## src/rtl/fcs_append_ctrl_if.sv

```systemverilog
// Stream, CRC-engine and status signals of the FCS append sequencer.
// slave: the sequencer itself; master: the surrounding environment.
interface fcs_append_ctrl_if #(
    parameter int unsigned CNT_W = 12
);
    logic [7:0]       in_data;
    logic             in_valid;
    logic             in_last;
    logic             in_ready;
    logic             abort;
    logic [7:0]       out_data;
    logic             out_valid;
    logic             out_last;
    logic             out_ready;
    logic             crc_rst;
    logic             crc_en;
    logic [3:0]       crc_nibble;
    logic [31:0]      crc_value;
    logic [CNT_W-1:0] byte_count;
    logic             busy;
    logic             fcs_done;

    modport slave (
        input  in_data, in_valid, in_last, abort, out_ready, crc_value,
        output in_ready, out_data, out_valid, out_last, crc_rst, crc_en, crc_nibble,
               byte_count, busy, fcs_done
    );

    modport master (
        output in_data, in_valid, in_last, abort, out_ready, crc_value,
        input  in_ready, out_data, out_valid, out_last, crc_rst, crc_en, crc_nibble,
               byte_count, busy, fcs_done
    );
endinterface

```

## src/rtl/fcs_append_ctrl.sv

```systemverilog
// Transmit FCS sequencer: feeds each MPDU byte (low nibble first) to the external
// nibble-serial CRC-32 engine, forwards the byte, then appends the 4-byte FCS LSB first.
module fcs_append_ctrl #(
    parameter bit          FCS_INVERT = 1'b0,
    parameter int unsigned CNT_W      = 12
) (
    input logic                clk,
    input logic                rst,
    fcs_append_ctrl_if.slave   bus
);
    typedef enum logic [2:0] {StIdle, StLo, StHi, StOut, StFcs, StDone} state_e;

    state_e           state_q, state_d;
    logic [7:0]       byte_q;
    logic             last_q;
    logic [1:0]       idx_q;
    logic             busy_q;
    logic [CNT_W-1:0] cnt_q;
    logic [31:0]      fcs;
    logic [31:0]      fcs_shift;

    // The engine is idle throughout StFcs, so crc_value is stable while emitting.
    assign fcs       = FCS_INVERT ? ~bus.crc_value : bus.crc_value;
    assign fcs_shift = fcs >> {idx_q, 3'b000};

    // State register.
    always_ff @(posedge clk or posedge rst) begin
        if (rst) state_q <= StIdle;
        else     state_q <= state_d;
    end

    // Next-state logic; abort overrides every transition.
    always_comb begin
        state_d = state_q;
        if (bus.abort) begin
            state_d = StIdle;
        end else begin
            unique case (state_q)
                StIdle:  if (bus.in_valid) state_d = StLo;
                StLo:    state_d = StHi;
                StHi:    state_d = StOut;
                StOut:   if (bus.out_ready) state_d = last_q ? StFcs : StIdle;
                StFcs:   if (bus.out_ready && idx_q == 2'd3) state_d = StDone;
                StDone:  state_d = StIdle;
                default: state_d = StIdle;
            endcase
        end
    end

    // Byte capture, FCS byte index, frame counter and busy flag.
    always_ff @(posedge clk or posedge rst) begin
        if (rst) begin
            byte_q <= 8'h00;
            last_q <= 1'b0;
            idx_q  <= 2'd0;
            busy_q <= 1'b0;
            cnt_q  <= '0;
        end else if (bus.abort) begin
            idx_q  <= 2'd0;
            busy_q <= 1'b0;
            cnt_q  <= '0;
        end else begin
            unique case (state_q)
                StIdle: begin
                    if (bus.in_valid) begin
                        byte_q <= bus.in_data;
                        last_q <= bus.in_last;
                        busy_q <= 1'b1;
                        if (cnt_q != '1) cnt_q <= cnt_q + CNT_W'(1);
                    end
                end
                StOut:  idx_q <= 2'd0;
                StFcs:  if (bus.out_ready) idx_q <= idx_q + 2'd1;
                StDone: begin
                    busy_q <= 1'b0;
                    cnt_q  <= '0;
                end
                default: ;
            endcase
        end
    end

    // Moore outputs decoded from the current state.
    always_comb begin
        bus.in_ready   = 1'b0;
        bus.out_valid  = 1'b0;
        bus.out_last   = 1'b0;
        bus.out_data   = 8'h00;
        bus.crc_en     = 1'b0;
        bus.crc_nibble = 4'h0;
        bus.crc_rst    = 1'b0;
        bus.fcs_done   = 1'b0;
        unique case (state_q)
            StIdle: begin
                bus.in_ready = 1'b1;
                // Between bytes of a frame the engine must keep accumulating.
                bus.crc_rst  = !busy_q;
            end
            StLo: begin
                bus.crc_en     = 1'b1;
                bus.crc_nibble = byte_q[3:0];
            end
            StHi: begin
                bus.crc_en     = 1'b1;
                bus.crc_nibble = byte_q[7:4];
            end
            StOut: begin
                bus.out_valid = 1'b1;
                bus.out_data  = byte_q;
            end
            StFcs: begin
                bus.out_valid = 1'b1;
                bus.out_data  = fcs_shift[7:0];
                bus.out_last  = (idx_q == 2'd3);
            end
            StDone:  bus.fcs_done = 1'b1;
            default: ;
        endcase
    end

    assign bus.byte_count = cnt_q;
    assign bus.busy       = busy_q;
endmodule

```

## src/flat_wrapper.sv

```systemverilog
// flat-port wrapper written by rule: the top's interface ports become plain ports
module fcs_append_ctrl_flat 
#(
    parameter bit          FCS_INVERT = 1'b0,
    parameter int unsigned CNT_W      = 12
)
  (clk, rst, bus_in_data, bus_in_valid, bus_in_last, bus_abort, bus_out_ready, bus_crc_value, bus_in_ready, bus_out_data, bus_out_valid, bus_out_last, bus_crc_rst, bus_crc_en, bus_crc_nibble, bus_byte_count, bus_busy, bus_fcs_done);
  fcs_append_ctrl_if #(.CNT_W(CNT_W)) bus_i ();
  input logic clk;
  input logic rst;
  input wire logic [$bits(bus_i.in_data)-1:0] bus_in_data;
  input wire logic [$bits(bus_i.in_valid)-1:0] bus_in_valid;
  input wire logic [$bits(bus_i.in_last)-1:0] bus_in_last;
  input wire logic [$bits(bus_i.abort)-1:0] bus_abort;
  input wire logic [$bits(bus_i.out_ready)-1:0] bus_out_ready;
  input wire logic [$bits(bus_i.crc_value)-1:0] bus_crc_value;
  output wire logic [$bits(bus_i.in_ready)-1:0] bus_in_ready;
  output wire logic [$bits(bus_i.out_data)-1:0] bus_out_data;
  output wire logic [$bits(bus_i.out_valid)-1:0] bus_out_valid;
  output wire logic [$bits(bus_i.out_last)-1:0] bus_out_last;
  output wire logic [$bits(bus_i.crc_rst)-1:0] bus_crc_rst;
  output wire logic [$bits(bus_i.crc_en)-1:0] bus_crc_en;
  output wire logic [$bits(bus_i.crc_nibble)-1:0] bus_crc_nibble;
  output wire logic [$bits(bus_i.byte_count)-1:0] bus_byte_count;
  output wire logic [$bits(bus_i.busy)-1:0] bus_busy;
  output wire logic [$bits(bus_i.fcs_done)-1:0] bus_fcs_done;
  assign bus_i.in_data = bus_in_data;
  assign bus_i.in_valid = bus_in_valid;
  assign bus_i.in_last = bus_in_last;
  assign bus_i.abort = bus_abort;
  assign bus_i.out_ready = bus_out_ready;
  assign bus_i.crc_value = bus_crc_value;
  assign bus_in_ready = bus_i.in_ready;
  assign bus_out_data = bus_i.out_data;
  assign bus_out_valid = bus_i.out_valid;
  assign bus_out_last = bus_i.out_last;
  assign bus_crc_rst = bus_i.crc_rst;
  assign bus_crc_en = bus_i.crc_en;
  assign bus_crc_nibble = bus_i.crc_nibble;
  assign bus_byte_count = bus_i.byte_count;
  assign bus_busy = bus_i.busy;
  assign bus_fcs_done = bus_i.fcs_done;
  fcs_append_ctrl #(.FCS_INVERT(FCS_INVERT), .CNT_W(CNT_W)) u_core (.clk(clk), .rst(rst), .bus(bus_i));
endmodule
```

## config.mk

```make
export PLATFORM = sky130hd
export DESIGN_NAME = fcs_append_ctrl_flat
export DESIGN_NICKNAME = d
export VERILOG_FILES = /design/src/rtl/fcs_append_ctrl_if.sv /design/src/rtl/fcs_append_ctrl.sv /design/src/flat_wrapper.sv
export SDC_FILE = /design/constraint.sdc
export NUM_CORES = 1
export LEC_CHECK = 0
export CAP_MARGIN = 10
export CORE_ASPECT_RATIO = 1.5
export CORE_MARGIN = 2
export CORE_UTILIZATION = 39
export CTS_CLUSTER_SIZE = 14
export DETAILED_ROUTE_END_ITERATION = 10
export MAX_ROUTING_LAYER = met4
export PLACE_DENSITY = 0.78
export SYNTH_ARGS = -nofsm -noshare
export SYNTH_HDL_FRONTEND = slang
export SYNTH_SLANG_ARGS = --single-unit
```

## constraint.sdc

```tcl
create_clock -name clk -period 1.6 [get_ports clk]
set_input_delay 0.16 -clock clk [delete_from_list [all_inputs] [get_ports clk]]
set_output_delay 0.16 -clock clk [all_outputs]
set_load 0.005 [all_outputs]
```

==> impl_metrics.py <==
metrics = {
    "outcome": {
        "outcome": "finished, violations left",
        "violations_in_the_final_reports": "negative setup slack",
    },
    "timing": {
        "finalSetupViolations": 27,
        "finalWorstSetupSlack_ps": -342,
        "worstMarginPinSlew_ps": 402,
        "layout_min_cycle_time_ps": 1940,
        "timing.final.max_slew_violations": 0,
        "setup_repair_after_global_routing_missed_its_margin": "yes",
        "final.hold.worst_slack_ps": 243,
        "fmax_mhz": 515,
        "finalClockSkew_ps": 1.57,
        "totalNegativeSetupSlack_ps": -4230,
        "timing.final.crit_share_pct": 121,
        "slew-limit-headroom_pct": 73.0,
        "hold_viol_final": 0,
    },
    "clock_network": {
        "clk_transition_reported_paths_ps": 90,
        "ctsRootBufferMaster": "sky130_fd_sc_hd__clkbuf_8",
        "count_of_hold_fix_buffers_inserted_at_cts": 0,
        "h_tree_depth_reported_by_cts": 1,
        "cts_tree": "yes",
        "cts_made_buffers": 3,
        "clock_latency_late_sink_ps": 280,
        "numClockSinks": 27,
        "cts_max_path_buffers": 2,
    },
    "die": {
        "die_w_um": 59.6,
        "floorplan.core_area_um2": 4500,
        "design.die.area_um2": 5200,
        "fp-row-count": 30,
        "die_h_um": 87.4,
        "pin_count": 77,
        "initial_utilization_pct": 40.1,
    },
    "grt": {
        "total_routing_usage_gr_pct": 29.2,
        "via_count_of_the_first_global_routing_pass": 2363,
        "globalRoute.totalOverflow": 0,
        "antenna_found_initial": 0,
        "global_route_wire_length_before_repair_um": 11300,
        "largest_net_degree_at_the_start_of_global_routing": 28,
    },
    "placed_design": {
        "gp_congestion": 0.864,
        "place.detailed.hpwl_um": 4600,
        "place.port_buffers": 76,
        "post_placement_cell_count": 349,
    },
    "setup_path": {
        "startpoint": "u_core.idx_q[0]",
        "timing.setup.critical_path_class": "flip-flop to primary output",
        "worst_flop_to_flop_path_startpoint": "u_core.state_q[0]",
        "type_of_element_capturing_the_critical_path": "primary output",
        "worstPathMaxFanout": 8,
        "worst_setup_path_start_kind": "flip-flop",
        "worst-endpoint-arrival_ps": 1780,
        "timing.critical_path.required_ps": 1440,
    },
    "detailed_routing": {
        "via_per_inst": 6.04,
        "wirelength_um": 7600,
        "wire_per_inst_um": 20.0,
        "drt-pass1-iter-count": 4,
        "drtIter0Drc": 124,
        "drtAntennaViolNets": 0,
        "number_of_vias_in_the_routed_layout": 2296,
        "drcViolationCount": 0,
    },
    "final_layout": {
        "fin_nets": 381,
        "most_common_cell_after_layout_fill_and_taps_aside": "sky130_fd_sc_hd__clkdlybuf4s50_1",
        "layout_common_cells": "58 x sky130_fd_sc_hd__clkdlybuf4s50_1, 44 x sky130_fd_sc_hd__buf_4, 34 x sky130_fd_sc_hd__nand2_1",
        "final_layout_size_suffix_gt1_share_pct": 45.8,
        "post-route-util_pct": 77.0,
        "sequential_cell_area_in_the_final_layout_um2": 682,
        "layoutNonFillerInstCount": 380,
        "multi_input_area_um2": 1310,
        "antenna_cells_inserted": 0,
        "area_growth_syn_to_layout_pct": 92.0,
        "final.fill_count": 268,
    },
    "logic_synthesis": {
        "synthesized_area_fraction_occupied_by_xor_and_xnor_cells_pct": 0,
        "synthCells": 190,
        "mappedNetlistArea_um2": 1810,
        "synth-adder-area-share_pct": 1.39,
        "synth_seq_area_share_pct": 37.4,
        "synth.mux.area_fraction_pct": 9.97,
        "synth_ff_type": "sky130_fd_sc_hd__dfrtp_1",
        "ys_async_sr_fraction_pct": 100,
        "synthesis_stage_register_bit_count": 27,
        "yosys.area_share.simple_pct": 26.9,
        "synthesis.area_per_instance_um2": 9.51,
        "ys_types": 49,
        "synth_top_family_by_area": "simple AND/OR/NAND/NOR gates",
        "synth-compound-area-share_pct": 20.6,
        "synth.top_cell.area_share_pct": 37.4,
        "yosys_warnings": 0,
        "synth_enable_flop_cells": 0,
        "syn_nets": 238,
        "synthDominantAreaCellType": "sky130_fd_sc_hd__dfrtp_1",
        "post_synth_main_area_contributors": "sky130_fd_sc_hd__dfrtp_1 37%, sky130_fd_sc_hd__mux4_2 10%, sky130_fd_sc_hd__nand2_1 7.3%",
    },
    "pwr": {
        "ir_drop_mv": 0.496,
        "leakage_power_summed_over_all_cells_uw": 0.00158,
        "power.density_nw_per_um2": 581,
    },
    "job": {
        "max-cap-violations": 0,
    },
    "hold_path": {
        "worstHoldPathType": "input port to asynchronous set/reset pin",
    },
}
state kept, by name, summed over array words and instances, names as in the netlist:
name and flops:
u_core.idx_q 2, u_core.last_q 1, u_core.bus.busy 1, u_core.byte_q 8, u_core.bus.byte_count 12, u_core.state_q 3
final cells by class:
| cell class | count | area share, % |
|---|---|---|
| repair buffers | 148 | 39.1 |
| multi-input cells | 149 | 37.7 |
| flip-flops and latches | 27 | 19.7 |
| well taps | 48 | 1.73 |
| clock buffers | 3 | 1.19 |
| inverters | 4 | 0.433 |
| clock inverters | 1 | 0.144 |
worst paths after layout:
path,end,slack (ps),depth (start not counted)
worst max-delay path,bus_out_data[5],-340,5
worst min-delay path,u_core.byte_q[0],240,3
worst max register to register,u_core.bus.byte_count[0],-190,7
worst min register to register,u_core.last_q,510,2
max in group asynchronous,u_core.bus.byte_count[3],1060,3
min in group clk,u_core.byte_q[4],400,3
Yosys cell counts (2+ instances only):
cell type / instances
sky130_fd_sc_hd__and2_1: 2
sky130_fd_sc_hd__nand2b_1: 2
sky130_fd_sc_hd__a211o_1: 2
sky130_fd_sc_hd__and4bb_2: 2
sky130_fd_sc_hd__ha_1: 2
sky130_fd_sc_hd__nor2_1: 16
sky130_fd_sc_hd__nand3_1: 7
sky130_fd_sc_hd__a22o_1: 8
sky130_fd_sc_hd__a31oi_1: 6
sky130_fd_sc_hd__and3_1: 4
sky130_fd_sc_hd__mux4_2: 8
sky130_fd_sc_hd__buf_2: 7
sky130_fd_sc_hd__o211a_1: 2
sky130_fd_sc_hd__dfrtp_1: 27
sky130_fd_sc_hd__a21oi_1: 7
sky130_fd_sc_hd__a22oi_1: 4
sky130_fd_sc_hd__inv_1: 4
sky130_fd_sc_hd__a221o_1: 2
sky130_fd_sc_hd__nand2_1: 35
sky130_fd_sc_hd__nor4_1: 2
sky130_fd_sc_hd__nor3_1: 7
sky130_fd_sc_hd__nor2b_1: 2
sky130_fd_sc_hd__o21ai_0: 4
sky130_fd_sc_hd__buf_4: 2
sky130_fd_sc_hd__a2bb2oi_1: 2
stage by stage:
step	worst slack, ps	power (µW)	area [µm²]
after floorplan	29.7	1050	1810
after global placement	-214	1400	2920
after detailed placement	-238	1420	2920
after CTS	-304	1970	3340
after global routing	-375	2100	3470
final	-342	2020	3470
kinds of logic (layout without fill, tap and decap cells):
family,after synthesis,after routing
mux,8,8
flops,27,27
compound gates,47,47
simple gates,92,92
fa+ha+maj,2,2
buf+inv,14,156
power breakdown:
part	total [µW]	internal (µW)	switching [µW]	leakage, µW
registers	852	761	91.4	0.000351
logic	757	442	315	0.00121
clock network	407	176	231	0.0000255
total	2020	1380	638	0.00158
routing by layer:
metal	global-route usage [%]	part of all wire, %	vias up
li1	-	-	997
met2	54.1	54	129
met4	13.3	3.9	0
met1	28.4	34	1131
met3	5.05	8.2	39
met5	-	0	-
critical path: stages, from the launching register on:
cell	delay [ps]
sky130_fd_sc_hd__dfrtp_1	400
sky130_fd_sc_hd__buf_12	150
sky130_fd_sc_hd__buf_6	90
sky130_fd_sc_hd__mux4_2	500
sky130_fd_sc_hd__a22o_1	220
sky130_fd_sc_hd__buf_2	130
what timing repair did:
action	CTS	global route
resized for setup	127	31
setup buffers	28	5
endpoints found under the setup margin	29	37
pin swaps	23	21
(Power assumes the default switching activity.)
